[src/rtl/core_pkg.sv]
// Shared ISA constants and run-controller state encoding for the 9-bit core.
// Pure declarations: no logic, no latency, no flow control.
package core_pkg;

  localparam int ISA_W = 9;
  localparam logic [ISA_W-1:0] HALT_OP_DEFAULT = 9'h1FF;

  typedef enum logic [1:0] {
    IDLE = 2'd0,
    RUN  = 2'd1,
    WAIT = 2'd2,
    DONE = 2'd3
  } run_state_t;

endpackage

[src/rtl/sat_counter.sv]
// Saturating up-counter with synchronous clear; count visible one cycle after inc.
// No backpressure: inc is ignored once the counter sits at all-ones.
module sat_counter #(
  parameter int W = 16
) (
  input  logic         clk,
  input  logic         reset,
  input  logic         clr,
  input  logic         inc,
  output logic [W-1:0] cnt
);

  always_ff @(posedge clk) begin
    if (reset || clr) begin
      cnt <= '0;
    end else if (inc && (cnt != {W{1'b1}})) begin
      cnt <= cnt + W'(1);
    end
  end

endmodule

[src/rtl/core_run_ctrl.sv]
// Run/sequencing controller: starts on req, steps the PC, inserts MEM_LAT wait states, stops on HALT or END_ADDR.
// PC updates one cycle after commit; commit is combinational; req is ignored while busy.
module core_run_ctrl
  import core_pkg::*;
#(
  parameter int             D        = 12,
  parameter int             IW       = ISA_W,
  parameter int             END_ADDR = 128,
  parameter logic [IW-1:0]  HALT_OP  = IW'(HALT_OP_DEFAULT),
  parameter int             MEM_LAT  = 1,
  parameter int             CW       = 16
) (
  input  logic          clk,
  input  logic          reset,
  input  logic          req,
  input  logic [D-1:0]  start_addr,
  input  logic [IW-1:0] instr,
  input  logic          is_mem,
  input  logic          branch_en,
  input  logic          branch_taken,
  input  logic [D-1:0]  target,
  output logic [D-1:0]  prog_ctr,
  output logic          commit,
  output logic          busy,
  output logic          done,
  output logic [CW-1:0] cycle_cnt,
  output logic [CW-1:0] instr_cnt
);

  localparam int             WCW      = (MEM_LAT > 1) ? $clog2(MEM_LAT + 1) : 1;
  localparam logic [D-1:0]   END_PC   = D'(END_ADDR);
  localparam logic [WCW-1:0] LAT_LOAD = WCW'(MEM_LAT);
  localparam bit             HAS_WAIT = (MEM_LAT > 0);

  run_state_t     state, state_nxt;
  logic [D-1:0]   pc_nxt, pc_adv;
  logic [WCW-1:0] wait_cnt, wait_nxt;
  logic           start;

  always_ff @(posedge clk) begin
    if (reset) begin
      state    <= IDLE;
      prog_ctr <= '0;
      wait_cnt <= '0;
    end else begin
      state    <= state_nxt;
      prog_ctr <= pc_nxt;
      wait_cnt <= wait_nxt;
    end
  end

  assign pc_adv = (branch_en && branch_taken) ? target : prog_ctr + D'(1);

  always_comb begin
    state_nxt = state;
    pc_nxt    = prog_ctr;
    wait_nxt  = wait_cnt;
    commit    = 1'b0;
    start     = 1'b0;
    case (state)
      IDLE, DONE: begin
        if (req) begin
          start     = 1'b1;
          pc_nxt    = start_addr;
          state_nxt = RUN;
        end
      end
      RUN: begin
        // End address outranks HALT, and HALT outranks a memory access.
        if (prog_ctr == END_PC) begin
          state_nxt = DONE;
        end else if (instr == HALT_OP) begin
          state_nxt = DONE;
        end else if (is_mem && HAS_WAIT) begin
          state_nxt = WAIT;
          wait_nxt  = LAT_LOAD;
        end else begin
          commit = 1'b1;
          pc_nxt = pc_adv;
        end
      end
      WAIT: begin
        wait_nxt = wait_cnt - WCW'(1);
        if (wait_cnt == WCW'(1)) begin
          commit    = 1'b1;
          pc_nxt    = pc_adv;
          state_nxt = RUN;
        end
      end
      default: state_nxt = IDLE;
    endcase
  end

  assign busy = (state == RUN) || (state == WAIT);
  assign done = (state == DONE);

  sat_counter #(.W(CW)) u_cycle_cnt (
    .clk   (clk),
    .reset (reset),
    .clr   (start),
    .inc   (busy),
    .cnt   (cycle_cnt)
  );

  sat_counter #(.W(CW)) u_instr_cnt (
    .clk   (clk),
    .reset (reset),
    .clr   (start),
    .inc   (commit),
    .cnt   (instr_cnt)
  );

endmodule

[config.mk]
export PLATFORM = sky130hd
export DESIGN_NAME = core_run_ctrl
export DESIGN_NICKNAME = d
export VERILOG_FILES = /design/src/rtl/core_pkg.sv /design/src/rtl/sat_counter.sv /design/src/rtl/core_run_ctrl.sv
export SDC_FILE = /design/constraint.sdc
export NUM_CORES = 1
export LEC_CHECK = 0
export CORE_MARGIN = 1.5
export CORE_UTILIZATION = 48
export CTS_CLUSTER_DIAMETER = 120
export DETAILED_ROUTE_END_ITERATION = 7
export PLACE_DENSITY = 0.81
export SLEW_MARGIN = 20
export SYNTH_ARGS = -nofsm -noshare
export SYNTH_HDL_FRONTEND = slang
export SYNTH_HIERARCHICAL = 1
export SYNTH_SLANG_ARGS = --single-unit
[constraint.sdc]
create_clock -name clk -period 3.2 [get_ports clk]
set_clock_uncertainty 0.2 [all_clocks]
set_input_delay 0.32 -clock clk [delete_from_list [all_inputs] [get_ports clk]]
set_output_delay 0.32 -clock clk [all_outputs]
set_load 0.02 [all_outputs]
==> reports/qor.json, run 1 <==
{
  "power.leakage": {"value": 1.446, "unit": "nW"},
  "first_global_vias": {"value": 2821},
  "final-hold-violation-count": {"value": 0},
  "yosysSeqAreaShare": {"value": 31.39, "unit": "%"},
  "drt_pre_antenna_iters": {"value": 4},
  "start_util": {"value": 50.04, "unit": "%"},
  "drtIter0Drc": {"value": 177},
  "synth.avg_cell_area": {"value": 8.421, "unit": "µm²"},
  "clk_root_buffer_cell": {"value": "clkbuf_8"},
  "net_total_in_the_final_layout": {"value": 484},
  "drc": {"value": 0},
  "postRouteWirelength": {"value": 8032, "unit": "µm"},
  "yosys.area.top_type_share": {"value": 31.39, "unit": "%"},
  "floorplan.rows": {"value": 28},
  "cts_resized": {"value": 0},
  "insertedDiodeCount": {"value": 0},
  "worst-endpoint-required": {"value": 3.23, "unit": "ns"},
  "post_cts_repair_setup_buffers": {"value": 0},
  "clk_transition_reported_paths": {"value": 0.09, "unit": "ns"},
  "synthDistinctLibCells": {"value": 53},
  "p_per_area": {"value": 515.4, "unit": "nW/µm²"},
  "dominantRegCellSynth": {"value": "dfxtp_1"},
  "synth.largest_area_cell": {"value": "dfxtp_1"},
  "setup-violations-final": {"value": 0},
  "place.detailed.instances": {"value": 506},
  "min_tclk_post_route": {"value": 2.985, "unit": "ns"},
  "top_level_ports": {"value": 86},
  "synth_top_cells_by_count": {"value": "dfxtp_1 (47), a21oi_1 (30), nand2_1 (30), nor2_1 (24), nand3_1 (19)"},
  "totalNegativeSetupSlack": {"value": 0, "unit": "ns"},
  "cts.hold.buffers_added": {"value": 0},
  "critical_path_class": {"value": "reg2reg"},
  "fp.dieW": {"value": 82.03, "unit": "µm"},
  "setup_crit_start_kind": {"value": "flip-flop"},
  "max_slew.worst_pin.slew": {"value": 0.7481, "unit": "ns"},
  "grt.overflow.total": {"value": 0},
  "leading_cell_type_by_number_of_instances_after_synthesis": {"value": "dfxtp_1"},
  "finalCritPeriodShare": {"value": 93.28, "unit": "%"},
  "mappedNetlistArea": {"value": 2998, "unit": "µm²"},
  "fmax": {"value": 335.0, "unit": "MHz"},
  "postSynthCellCount": {"value": 356},
  "dr_total_vias": {"value": 3134},
  "area_grow_syn2layout": {"value": 33.68, "unit": "%"},
  "critical_path.max_fanout": {"value": 7},
  "status": {"value": "completed"},
  "grt_antenna_before_repair": {"value": 0},
  "clk_path_buf_depth": {"value": 2},
  "finish.cell_count_without_fillers": {"value": 514},
  "viasPerCell": {"value": 6.097},
  "io_buffer_count": {"value": 85},
  "rsz0062_at_grt": {"value": "no"},
  "tritoncts_num_sinks": {"value": 47},
  "drt.antenna.violating_nets": {"value": 0},
  "tritoncts": {"value": "yes"},
  "slew_headroom": {"value": 50.13, "unit": "%"},
  "critPathCaptureType": {"value": "flip-flop"},
  "ir_drop": {"value": 0.3660, "unit": "mV"},
  "die_height": {"value": 82.03, "unit": "µm"},
  "grt_max_degree": {"value": 22},
  "cts_made_buffers": {"value": 5},
  "core_area": {"value": 5991, "unit": "µm²"},
  "drive_above_1_share": {"value": 10.02, "unit": "%"},
  "wl_per_cell": {"value": 15.63, "unit": "µm"},
  "finalMaxSlewViolations": {"value": 0},
  "track_usage": {"value": 24.33, "unit": "%"},
  "max_h_tree_level": {"value": 2},
  "grt_first_pass_wirelength": {"value": 12960, "unit": "µm"},
  "postSynthRegisterBits": {"value": 47},
  "final_estimated_routing_congestion_in_global_placement": {"value": 0.8515},
  "final_util": {"value": 66.90, "unit": "%"},
  "synth-warning-count": {"value": 6},
  "fp.dieArea": {"value": 6729, "unit": "µm²"},
  "synth-edff-count": {"value": 0},
  "dp_hpwl": {"value": 5831, "unit": "µm"},
  "holdCritPathClass": {"value": "reg2reg"},
  "asyncSetResetFlopFracSynth": {"value": 0, "unit": "%"},
  "timing.max_cap.violations": {"value": 0},
  "postSynthNetCount": {"value": 402},
  "cp.arrival": {"value": 3.01, "unit": "ns"},
  "clock_latency": {"value": 0.30, "unit": "ns"},
  "netlist_top_cells_area": {"value": "dfxtp_1 (31%), a21oi_1 (5.0%), nand2_1 (3.8%), nand3_1 (3.2%), nor2_1 (3.0%)"}
}
## flip-flops by register name (all words and copies together) (netlist names)
register         flops
prog_ctr            12
state                2
u_instr_cnt/cnt     16
u_cycle_cnt/cnt     16
wait_cnt             1
## critical path, stage by stage (launching register included)
cell	delay [ns]
dfxtp_1	0.44
inv_1	0.12
ha_1	0.21
nor4b_2	0.17
a31o_2	0.25
nor2_1	0.09
nand2_1	0.10
a21oi_4	0.26
nand4_1	0.22
a41o_1	0.32
or3_1	0.37
a21oi_1	0.15
## stage by stage
stage	power [mW]	hold WS [ns]	setup WS, ns	area (µm²)
after floorplan	1.377	0.2699	0.2128	3002
after global placement	1.694	0.2969	0.3583	3911
after detailed placement	1.706	0.3065	0.2153	3911
after CTS	2.065	0.3207	0.01249	3993
after global routing	2.187	0.3439	0.04837	4008
final	2.066	0.3163	0.2149	4008
## final timing paths
path,start,to,slack [ns],cells after the start
hold / removal,state[1]$_SDFFE_PP0P_,state[1]$_SDFFE_PP0P_,0.32,2
setup / recovery,prog_ctr[0]$_SDFFE_PP0P_,u_instr_cnt/cnt[6]$_SDFFE_PP0P_,0.21,11
hold reg to reg,state[1]$_SDFFE_PP0P_,state[1]$_SDFFE_PP0P_,0.32,2
setup reg to reg,prog_ctr[0]$_SDFFE_PP0P_,u_instr_cnt/cnt[6]$_SDFFE_PP0P_,0.21,11
## cells in the final DEF, fill, tap and decap left out, types with 9 or more instances in the layout
master	synthesis	final
dfxtp_1	47	47
clkdlybuf4s50_1	0	84
nor2_1	24	24
nand3_1	19	19
a21oi_1	30	29
or3_1	11	11
nand4_1	14	14
nand2_1	30	30
nor3_1	9	9
o21ai_0	17	17
## metal layers
layer,part of all wire [%],global-route usage [%],vias to the layer above
li1,-,-,1538
met1,45,31.06,1476
met2,48,41.15,108
met3,5.7,4.889,12
met4,1.4,7.119,0
met5,0,0,-
## logic make-up (layout without fill, tap and decap cells)
group	after synthesis	count (layout)	synth area share [%]
xor gates and xnor gates	12	12	3.506
adders and majority gates	7	7	2.921
DFF	47	47	31.39
AOI/OAI and AO/OA	101	101	23.41
and+or+nand+nor	161	161	33.14
muxes	5	5	2.337
buffers and inverters	23	106	3.297
## report_power, final
part / switching [mW] / internal, mW
logic: 0.515 / 0.409
registers: 0.125 / 0.659
clock network: 0.203 / 0.154
## final cells by class
cell class | instances | area [µm²]
well taps | 75 | 93.84
multi-input cells | 286 | 1974
repair buffers | 89 | 883.3
inverters | 9 | 33.78
fillers | 513 | 1983
clock inverters | 1 | 5.005
flip-flops and latches | 47 | 940.9
clock buffers | 7 | 76.32
Note: power is estimated with default switching activity, not from simulation.
==> run 2, diff against run 1 <==
Settings changed: CORE_ASPECT_RATIO set to 1.4.
==> run 2 against run 1 <==
  * Die area about the same
  * Combinational power increased by 4.4%
  * Highest routed layer unchanged
  * Critical endpoint is now commit
  * Via count up 1.9%
  * Register-to-register slack improved by 0.21 ns
  * Clock power grew 3%
==> reports/qor.json, run 2 (same netlist as run 1, synthesis figures left out) <==
{
  "critPathCaptureType": {"value": "primary output"},
  "slew_headroom": {"value": 59.39, "unit": "%", "change": "+9.3 points"},
  "floorplan.rows": {"value": 33, "change": "+18%"},
  "whs": {"value": 0.3119, "unit": "ns", "change": "-0.004428 ns"},
  "commonest_non_fill_non_tap_cells_in_the_layout": {"value": "clkdlybuf4s50_1 (85), dfxtp_1 (47), nand2_1 (30), a21oi_1 (29), nor2_1 (24)"},
  "worst-endpoint-required": {"value": 2.68, "unit": "ns", "change": "-0.55 ns"},
  "p_per_area": {"value": 524.1, "unit": "nW/µm²", "change": "+1.7%"},
  "reg.largest.list": {"value": "u_cycle_cnt/cnt (16), u_instr_cnt/cnt (16), prog_ctr (12)"},
  "start_util": {"value": 50.42, "unit": "%", "change": "+0.38 points"},
  "grt.overflow.total": {"value": 0, "change": "unchanged"},
  "grt_antenna_before_repair": {"value": 0, "change": "unchanged"},
  "drt.antenna.violating_nets": {"value": 0, "change": "unchanged"},
  "drtIter0Drc": {"value": 182, "change": "+2.8%"},
  "finalMaxSlewViolations": {"value": 0, "change": "unchanged"},
  "power.leakage": {"value": 1.453, "unit": "nW", "change": "+0.44%"},
  "clk_transition_reported_paths": {"value": 0.08, "unit": "ns", "change": "about the same"},
  "setup_crit_start_kind": {"value": "flip-flop"},
  "timing.max_cap.violations": {"value": 0, "change": "unchanged"},
  "min_delay_startpoint": {"value": "state[1]$_SDFFE_PP0P_"},
  "insertedDiodeCount": {"value": 0, "change": "unchanged"},
  "postRouteWirelength": {"value": 8061, "unit": "µm", "change": "+0.36%"},
  "final_estimated_routing_congestion_in_global_placement": {"value": 0.9500, "change": "+12%"},
  "viasPerCell": {"value": 6.240, "change": "+2.3%"},
  "final_util": {"value": 67.66, "unit": "%", "change": "+0.76 points"},
  "critical_path.max_fanout": {"value": 6, "change": "-1"},
  "wl_per_cell": {"value": 15.74, "unit": "µm", "change": "+0.75%"},
  "drt_pre_antenna_iters": {"value": 5, "change": "+1"},
  "io_buffer_count": {"value": 85, "change": "unchanged"},
  "die_height": {"value": 96.51, "unit": "µm", "change": "+18%"},
  "cp.arrival": {"value": 2.44, "unit": "ns", "change": "-0.57 ns"},
  "drc": {"value": 0, "change": "unchanged"},
  "dr_total_vias": {"value": 3195, "change": "+1.9%"},
  "net_total_in_the_final_layout": {"value": 488, "change": "+0.83%"},
  "grt_max_degree": {"value": 16, "change": "-27%"},
  "first_global_vias": {"value": 2883, "change": "+2.2%"},
  "tritoncts_num_sinks": {"value": 47, "change": "unchanged"},
  "critical_path_class": {"value": "reg2out"},
  "layout.cells.most_common": {"value": "clkdlybuf4s50_1"},
  "clock_latency": {"value": 0.30, "unit": "ns", "change": "about the same"},
  "clk_root_buffer_cell": {"value": "clkbuf_8"},
  "drive_above_1_share": {"value": 10.86, "unit": "%", "change": "+0.84 points"},
  "fmax": {"value": 337.7, "unit": "MHz", "change": "+0.82%"},
  "top_level_ports": {"value": 86, "change": "unchanged"},
  "status": {"value": "completed"},
  "cts_resized": {"value": 0, "change": "unchanged"},
  "core_area": {"value": 5946, "unit": "µm²", "change": "-0.75%"},
  "finish.cell_count_without_fillers": {"value": 512, "change": "-0.39%"},
  "max_slew.worst_pin.slew": {"value": 0.6041, "unit": "ns", "change": "-0.1440 ns"},
  "fp.dieArea": {"value": 6735, "unit": "µm²", "change": "about the same"},
  "place.detailed.instances": {"value": 505, "change": "-0.20%"},
  "r2r_start": {"value": "prog_ctr[1]$_SDFFE_PP0P_"},
  "critical_path_max_stage_delay": {"value": 0.63, "unit": "ns", "change": "+0.19 ns"},
  "setup-violations-final": {"value": 0, "change": "unchanged"},
  "totalNegativeSetupSlack": {"value": 0, "unit": "ns", "change": "unchanged"},
  "tritoncts": {"value": "yes"},
  "timing.critical_path.cells": {"value": "inv_1 -> ha_1 -> nor4b_2 -> a31o_2 -> nor2_1 -> nand2_1 -> a21oi_2 -> clkdlybuf4s50_1"},
  "worst_path_dominant_cell_family": {"value": "buffers and inverters"},
  "track_usage": {"value": 22.91, "unit": "%", "change": "-1.4 points"},
  "dp_hpwl": {"value": 6010, "unit": "µm", "change": "+3.1%"},
  "finalCritPeriodShare": {"value": 92.53, "unit": "%", "change": "-0.76 points"},
  "holdCritPathClass": {"value": "reg2reg"},
  "worstPathBufferInverterCount": {"value": 2, "change": "+1"},
  "min_tclk_post_route": {"value": 2.961, "unit": "ns", "change": "-0.02424 ns"},
  "max_h_tree_level": {"value": 2, "change": "unchanged"},
  "cpMaxStageDelayCell": {"value": "clkdlybuf4s50_1"},
  "area_grow_syn2layout": {"value": 34.18, "unit": "%"},
  "final-hold-violation-count": {"value": 0, "change": "unchanged"},
  "cts.hold.buffers_added": {"value": 0, "change": "unchanged"},
  "clk_path_buf_depth": {"value": 2, "change": "unchanged"},
  "post_cts_repair_setup_buffers": {"value": 0, "change": "unchanged"},
  "fp.dieW": {"value": 69.79, "unit": "µm", "change": "-15%"},
  "cts_made_buffers": {"value": 5, "change": "unchanged"},
  "source_of_the_critical_timing_path": {"value": "prog_ctr[1]$_SDFFE_PP0P_"},
  "ir_drop": {"value": 0.4880, "unit": "mV", "change": "+33%"},
  "grt_first_pass_wirelength": {"value": 12590, "unit": "µm", "change": "-2.9%"},
  "rsz0062_at_grt": {"value": "no"}
}
[run 2: cell types whose count changed in the layout (fill, tap and decap cells not counted)]
cell	previous run	this run
a21oi_2	1	2
a211oi_1	6	7
dlymetal6s2s_1	1	0
clkbuf_1	2	0
clkbuf_8	5	6
buf_4	4	8
a21oi_4	1	0
a211oi_2	2	1
clkdlybuf4s50_1	84	85
[run 2: area by class of cell]
| class | count | area (µm²) |
|---|---|---|
| Clock buffer | 6 | 82.58 |
| Multi-Input combinational cell | 286 | 1962 |
| Inverter | 9 | 33.78 |
| Timing Repair Buffer | 93 | 910.9 |
| Clock inverter | 1 | 5.005 |
| Tap cell | 70 | 87.58 |
| Sequential cell | 47 | 940.9 |
| Fill cell | 517 | 1923 |
[run 2: report_power, final]
group          switching, mW  internal (mW)  total (mW)
sequential             0.115          0.659       0.774
clock                  0.199          0.170       0.369
combinational          0.536          0.429       0.965
total                  0.850           1.26        2.11
[run 2: per-stage QoR]
stage	setup WS (ns)	power, mW	cell area, µm²
4_1_cts	0.2396	2.111	4023
6_report	0.2392	2.108	4023
3_5_place_dp	0.4739	1.739	3935
3_3_place_gp	0.5376	1.724	3935
2_1_floorplan	0.2128	1.377	3002
5_1_grt	0.1344	2.206	4023
[run 2: routing by layer]
metal  global-route usage [%]  vias to the layer above  wire length (µm)
li1                         -                     1544                 -
met4                    12.02                        0               206
met2                    41.98                      149              4092
met1                    25.93                     1484              3310
met5                        0                        -                 0
met3                    3.112                       18               452
[run 2: path summary, 6_finish.rpt]
| path | endpoint | slack [ns] | cells after the start |
|---|---|---|---|
| worst min register to register | state[1]$_SDFFE_PP0P_ | 0.31 | 2 |
| worst max-delay path | commit | 0.24 | 8 |
| worst min-delay path | state[1]$_SDFFE_PP0P_ | 0.31 | 2 |
| worst max register to register | u_instr_cnt/cnt[14]$_SDFFE_PP0P_ | 0.42 | 11 |
[run 2: worst reg2reg max path, delay by kind of cell, from the launching register on]
kind / cells / cell delay [ns]
AO/OA/AOI/OAI: 4 / 0.90
adder cells (fa/ha/maj): 1 / 0.18
buffers and inverters: 1 / 0.11
flip-flops: 1 / 0.42
AND/OR/NAND/NOR: 5 / 0.90
==> run 3, diff against run 2 <==
Settings changed: ABC_CLOCK_PERIOD_IN_PS set to 3200, CORE_UTILIZATION 48 to 30, PLACE_DENSITY 0.81 to 0.55.
==> run 3 against run 2 <==
  * Combinational power is 2% higher
  * Final area is 4.4% higher
  * Largest cell class unchanged
  * Largest power group unchanged
  * Wire length is 6.7% higher
==> reports/qor.json, run 3 (same netlist as run 1, synthesis figures left out) <==
{
  "status": {"value": "completed"},
  "cts_made_buffers": {"value": 5, "change": "unchanged"},
  "p_per_area": {"value": 561.5, "unit": "nW/µm²", "change": "+7.1%"},
  "layout.cells.most_common": {"value": "clkdlybuf4s50_1"},
  "worst-endpoint-required": {"value": 2.68, "unit": "ns", "change": "about the same"},
  "setup_crit_start_kind": {"value": "flip-flop"},
  "max_slew.worst_pin.slew": {"value": 0.6871, "unit": "ns", "change": "+0.08294 ns"},
  "finalCritPeriodShare": {"value": 96.19, "unit": "%", "change": "+3.7 points"},
  "io_buffer_count": {"value": 85, "change": "unchanged"},
  "drc": {"value": 0, "change": "unchanged"},
  "seqCellArea": {"value": 940.9, "unit": "µm²", "change": "unchanged"},
  "floorplan.rows": {"value": 43, "change": "+30%"},
  "core_area": {"value": 9792, "unit": "µm²", "change": "+65%"},
  "timing.max_cap.violations": {"value": 0, "change": "unchanged"},
  "timing.critical_path.cells": {"value": "inv_1 -> ha_1 -> nor4b_2 -> a31o_2 -> nor2_1 -> nand2_1 -> a21oi_4 -> clkdlybuf4s50_1"},
  "min_tclk_post_route": {"value": 3.078, "unit": "ns", "change": "+0.1173 ns"},
  "setup-violations-final": {"value": 0, "change": "unchanged"},
  "clk_path_buf_depth": {"value": 2, "change": "unchanged"},
  "final_estimated_routing_congestion_in_global_placement": {"value": 0.8236, "change": "-13%"},
  "whs": {"value": 0.3107, "unit": "ns", "change": "-0.001196 ns"},
  "first_global_vias": {"value": 2978, "change": "+3.3%"},
  "grt_max_degree": {"value": 22, "change": "+6"},
  "grt_first_pass_wirelength": {"value": 14160, "unit": "µm", "change": "+12%"},
  "num-fill-cells": {"value": 1026, "change": "+98%"},
  "finalMaxSlewViolations": {"value": 0, "change": "unchanged"},
  "top_level_ports": {"value": 86, "change": "unchanged"},
  "critical_path.max_fanout": {"value": 6, "change": "unchanged"},
  "max_h_tree_level": {"value": 2, "change": "unchanged"},
  "wl_per_cell": {"value": 14.88, "unit": "µm", "change": "-5.5%"},
  "critical_path_class": {"value": "reg2out"},
  "postRouteWirelength": {"value": 8603, "unit": "µm", "change": "+6.7%"},
  "cp.arrival": {"value": 2.56, "unit": "ns", "change": "+0.12 ns"},
  "dp_hpwl": {"value": 6461, "unit": "µm", "change": "+7.5%"},
  "reg.largest.list": {"value": "u_cycle_cnt/cnt (16), u_instr_cnt/cnt (16), prog_ctr (12)"},
  "dr_total_vias": {"value": 3140, "change": "-1.7%"},
  "start_util": {"value": 30.62, "unit": "%", "change": "-20 points"},
  "clk_transition_reported_paths": {"value": 0.07, "unit": "ns", "change": "about the same"},
  "total_power": {"value": 2.357, "unit": "mW", "change": "+12%"},
  "ir_drop": {"value": 0.2753, "unit": "mV", "change": "-44%"},
  "fp.dieArea": {"value": 10610, "unit": "µm²", "change": "+58%"},
  "totalNegativeSetupSlack": {"value": 0, "unit": "ns", "change": "unchanged"},
  "critPathCaptureType": {"value": "primary output"},
  "viasPerCell": {"value": 5.433, "change": "-13%"},
  "drive_above_1_share": {"value": 11.06, "unit": "%", "change": "+0.20 points"},
  "power.leakage": {"value": 1.493, "unit": "nW", "change": "+2.8%"},
  "insertedDiodeCount": {"value": 0, "change": "unchanged"},
  "clock_latency": {"value": 0.29, "unit": "ns", "change": "about the same"},
  "clk_root_buffer_cell": {"value": "clkbuf_16"},
  "holdCritPathClass": {"value": "reg2reg"},
  "die_height": {"value": 121.3, "unit": "µm", "change": "+26%"},
  "commonest_non_fill_non_tap_cells_in_the_layout": {"value": "clkdlybuf4s50_1 (85), dfxtp_1 (47), nand2_1 (30), a21oi_1 (29), nor2_1 (24)"},
  "area_of_combinational_cells_with_multiple_inputs": {"value": 1969, "unit": "µm²", "change": "+0.38%"},
  "tritoncts_num_sinks": {"value": 47, "change": "unchanged"},
  "area_grow_syn2layout": {"value": 40.03, "unit": "%"},
  "fp.dieW": {"value": 87.49, "unit": "µm", "change": "+25%"},
  "final-hold-violation-count": {"value": 0, "change": "unchanged"},
  "tritoncts": {"value": "yes"},
  "slew_headroom": {"value": 53.81, "unit": "%", "change": "-5.6 points"},
  "drtIter0Drc": {"value": 125, "change": "-31%"},
  "rsz0062_at_grt": {"value": "no"},
  "fmax": {"value": 324.9, "unit": "MHz", "change": "-3.8%"},
  "net_total_in_the_final_layout": {"value": 488, "change": "unchanged"},
  "cpMaxStageDelayCell": {"value": "clkdlybuf4s50_1"},
  "critical_path_max_stage_delay": {"value": 0.67, "unit": "ns", "change": "+0.04 ns"},
  "track_usage": {"value": 16.62, "unit": "%", "change": "-6.3 points"},
  "drt.antenna.violating_nets": {"value": 0, "change": "unchanged"},
  "grt.overflow.total": {"value": 0, "change": "unchanged"},
  "cts.hold.buffers_added": {"value": 0, "change": "unchanged"},
  "grt_antenna_before_repair": {"value": 0, "change": "unchanged"},
  "drt_pre_antenna_iters": {"value": 4, "change": "-1"}
}
## run 3: changes by cell type in the layout (fill, tap and decap cells not counted), sizes merged
cell	delta
bufinv	+1
## run 3: worst max-delay path, delay by kind of cell, from the launching register on
kind / cells / cell delay, ns
AO/OA/AOI/OAI: 2 / 0.54
adder cells (fa/ha/maj): 1 / 0.18
buffers and inverters: 2 / 0.78
flip-flops: 1 / 0.42
AND/OR/NAND/NOR: 3 / 0.36
## run 3: final timing paths
| path | startpoint | end | slack (ns) | depth (start not counted) |
|---|---|---|---|---|
| worst max-delay path | prog_ctr[1]$_SDFFE_PP0P_ | commit | 0.12 | 8 |
| worst min-delay path | u_cycle_cnt/cnt[15]$_SDFFE_PP0P_ | u_cycle_cnt/cnt[15]$_SDFFE_PP0P_ | 0.31 | 2 |
| worst max register to register | prog_ctr[1]$_SDFFE_PP0P_ | u_instr_cnt/cnt[10]$_SDFFE_PP0P_ | 0.33 | 11 |
| worst min register to register | u_cycle_cnt/cnt[15]$_SDFFE_PP0P_ | u_cycle_cnt/cnt[15]$_SDFFE_PP0P_ | 0.31 | 2 |
## run 3: cell type report
class	count	area share, %
sequential	47	22.41
multi-input combinational	286	46.92
clock buffer	6	3.308
timing repair buffer	93	21.70
clock inverter	2	0.8346
inverter	9	0.8048
tap	135	4.024
## run 3: what timing repair did
action | 4_1_cts | 5_1_grt
setup buffers | 0 | 0
endpoints found under the setup margin | 0 | 1
gates resized for setup | 0 | 1
## run 3: metrics by stage
stage	instance area [µm²]	cells	worst slack [ns]	util (%)
final	4198	578	0.1219	42.87
after global routing	4198	578	0.005901	42.87
after CTS	4190	578	0.04402	42.79
after detailed placement	4016	570	0.3263	41.02
after global placement	4016	570	0.3833	41.02
after floorplan	3002	356	0.2128	-
## run 3: per-layer routing
metal  vias to the layer above  share of wire (%)  GRT usage [%]
li1                       1546                  -              -
met1                      1506                 42          20.41
met2                        77                 52          28.94
met3                        11                3.4          2.517
met4                         0                1.9          5.853
met5                         -                  0              0
## run 3: report_power, final
part	leakage (nW)	total (mW)	switching (mW)	internal [mW]
combinational	1.02	0.982	0.553	0.429
sequential	0.382	0.761	0.102	0.659
clock	0.0868	0.614	0.225	0.389
total	1.49	2.36	0.880	1.48
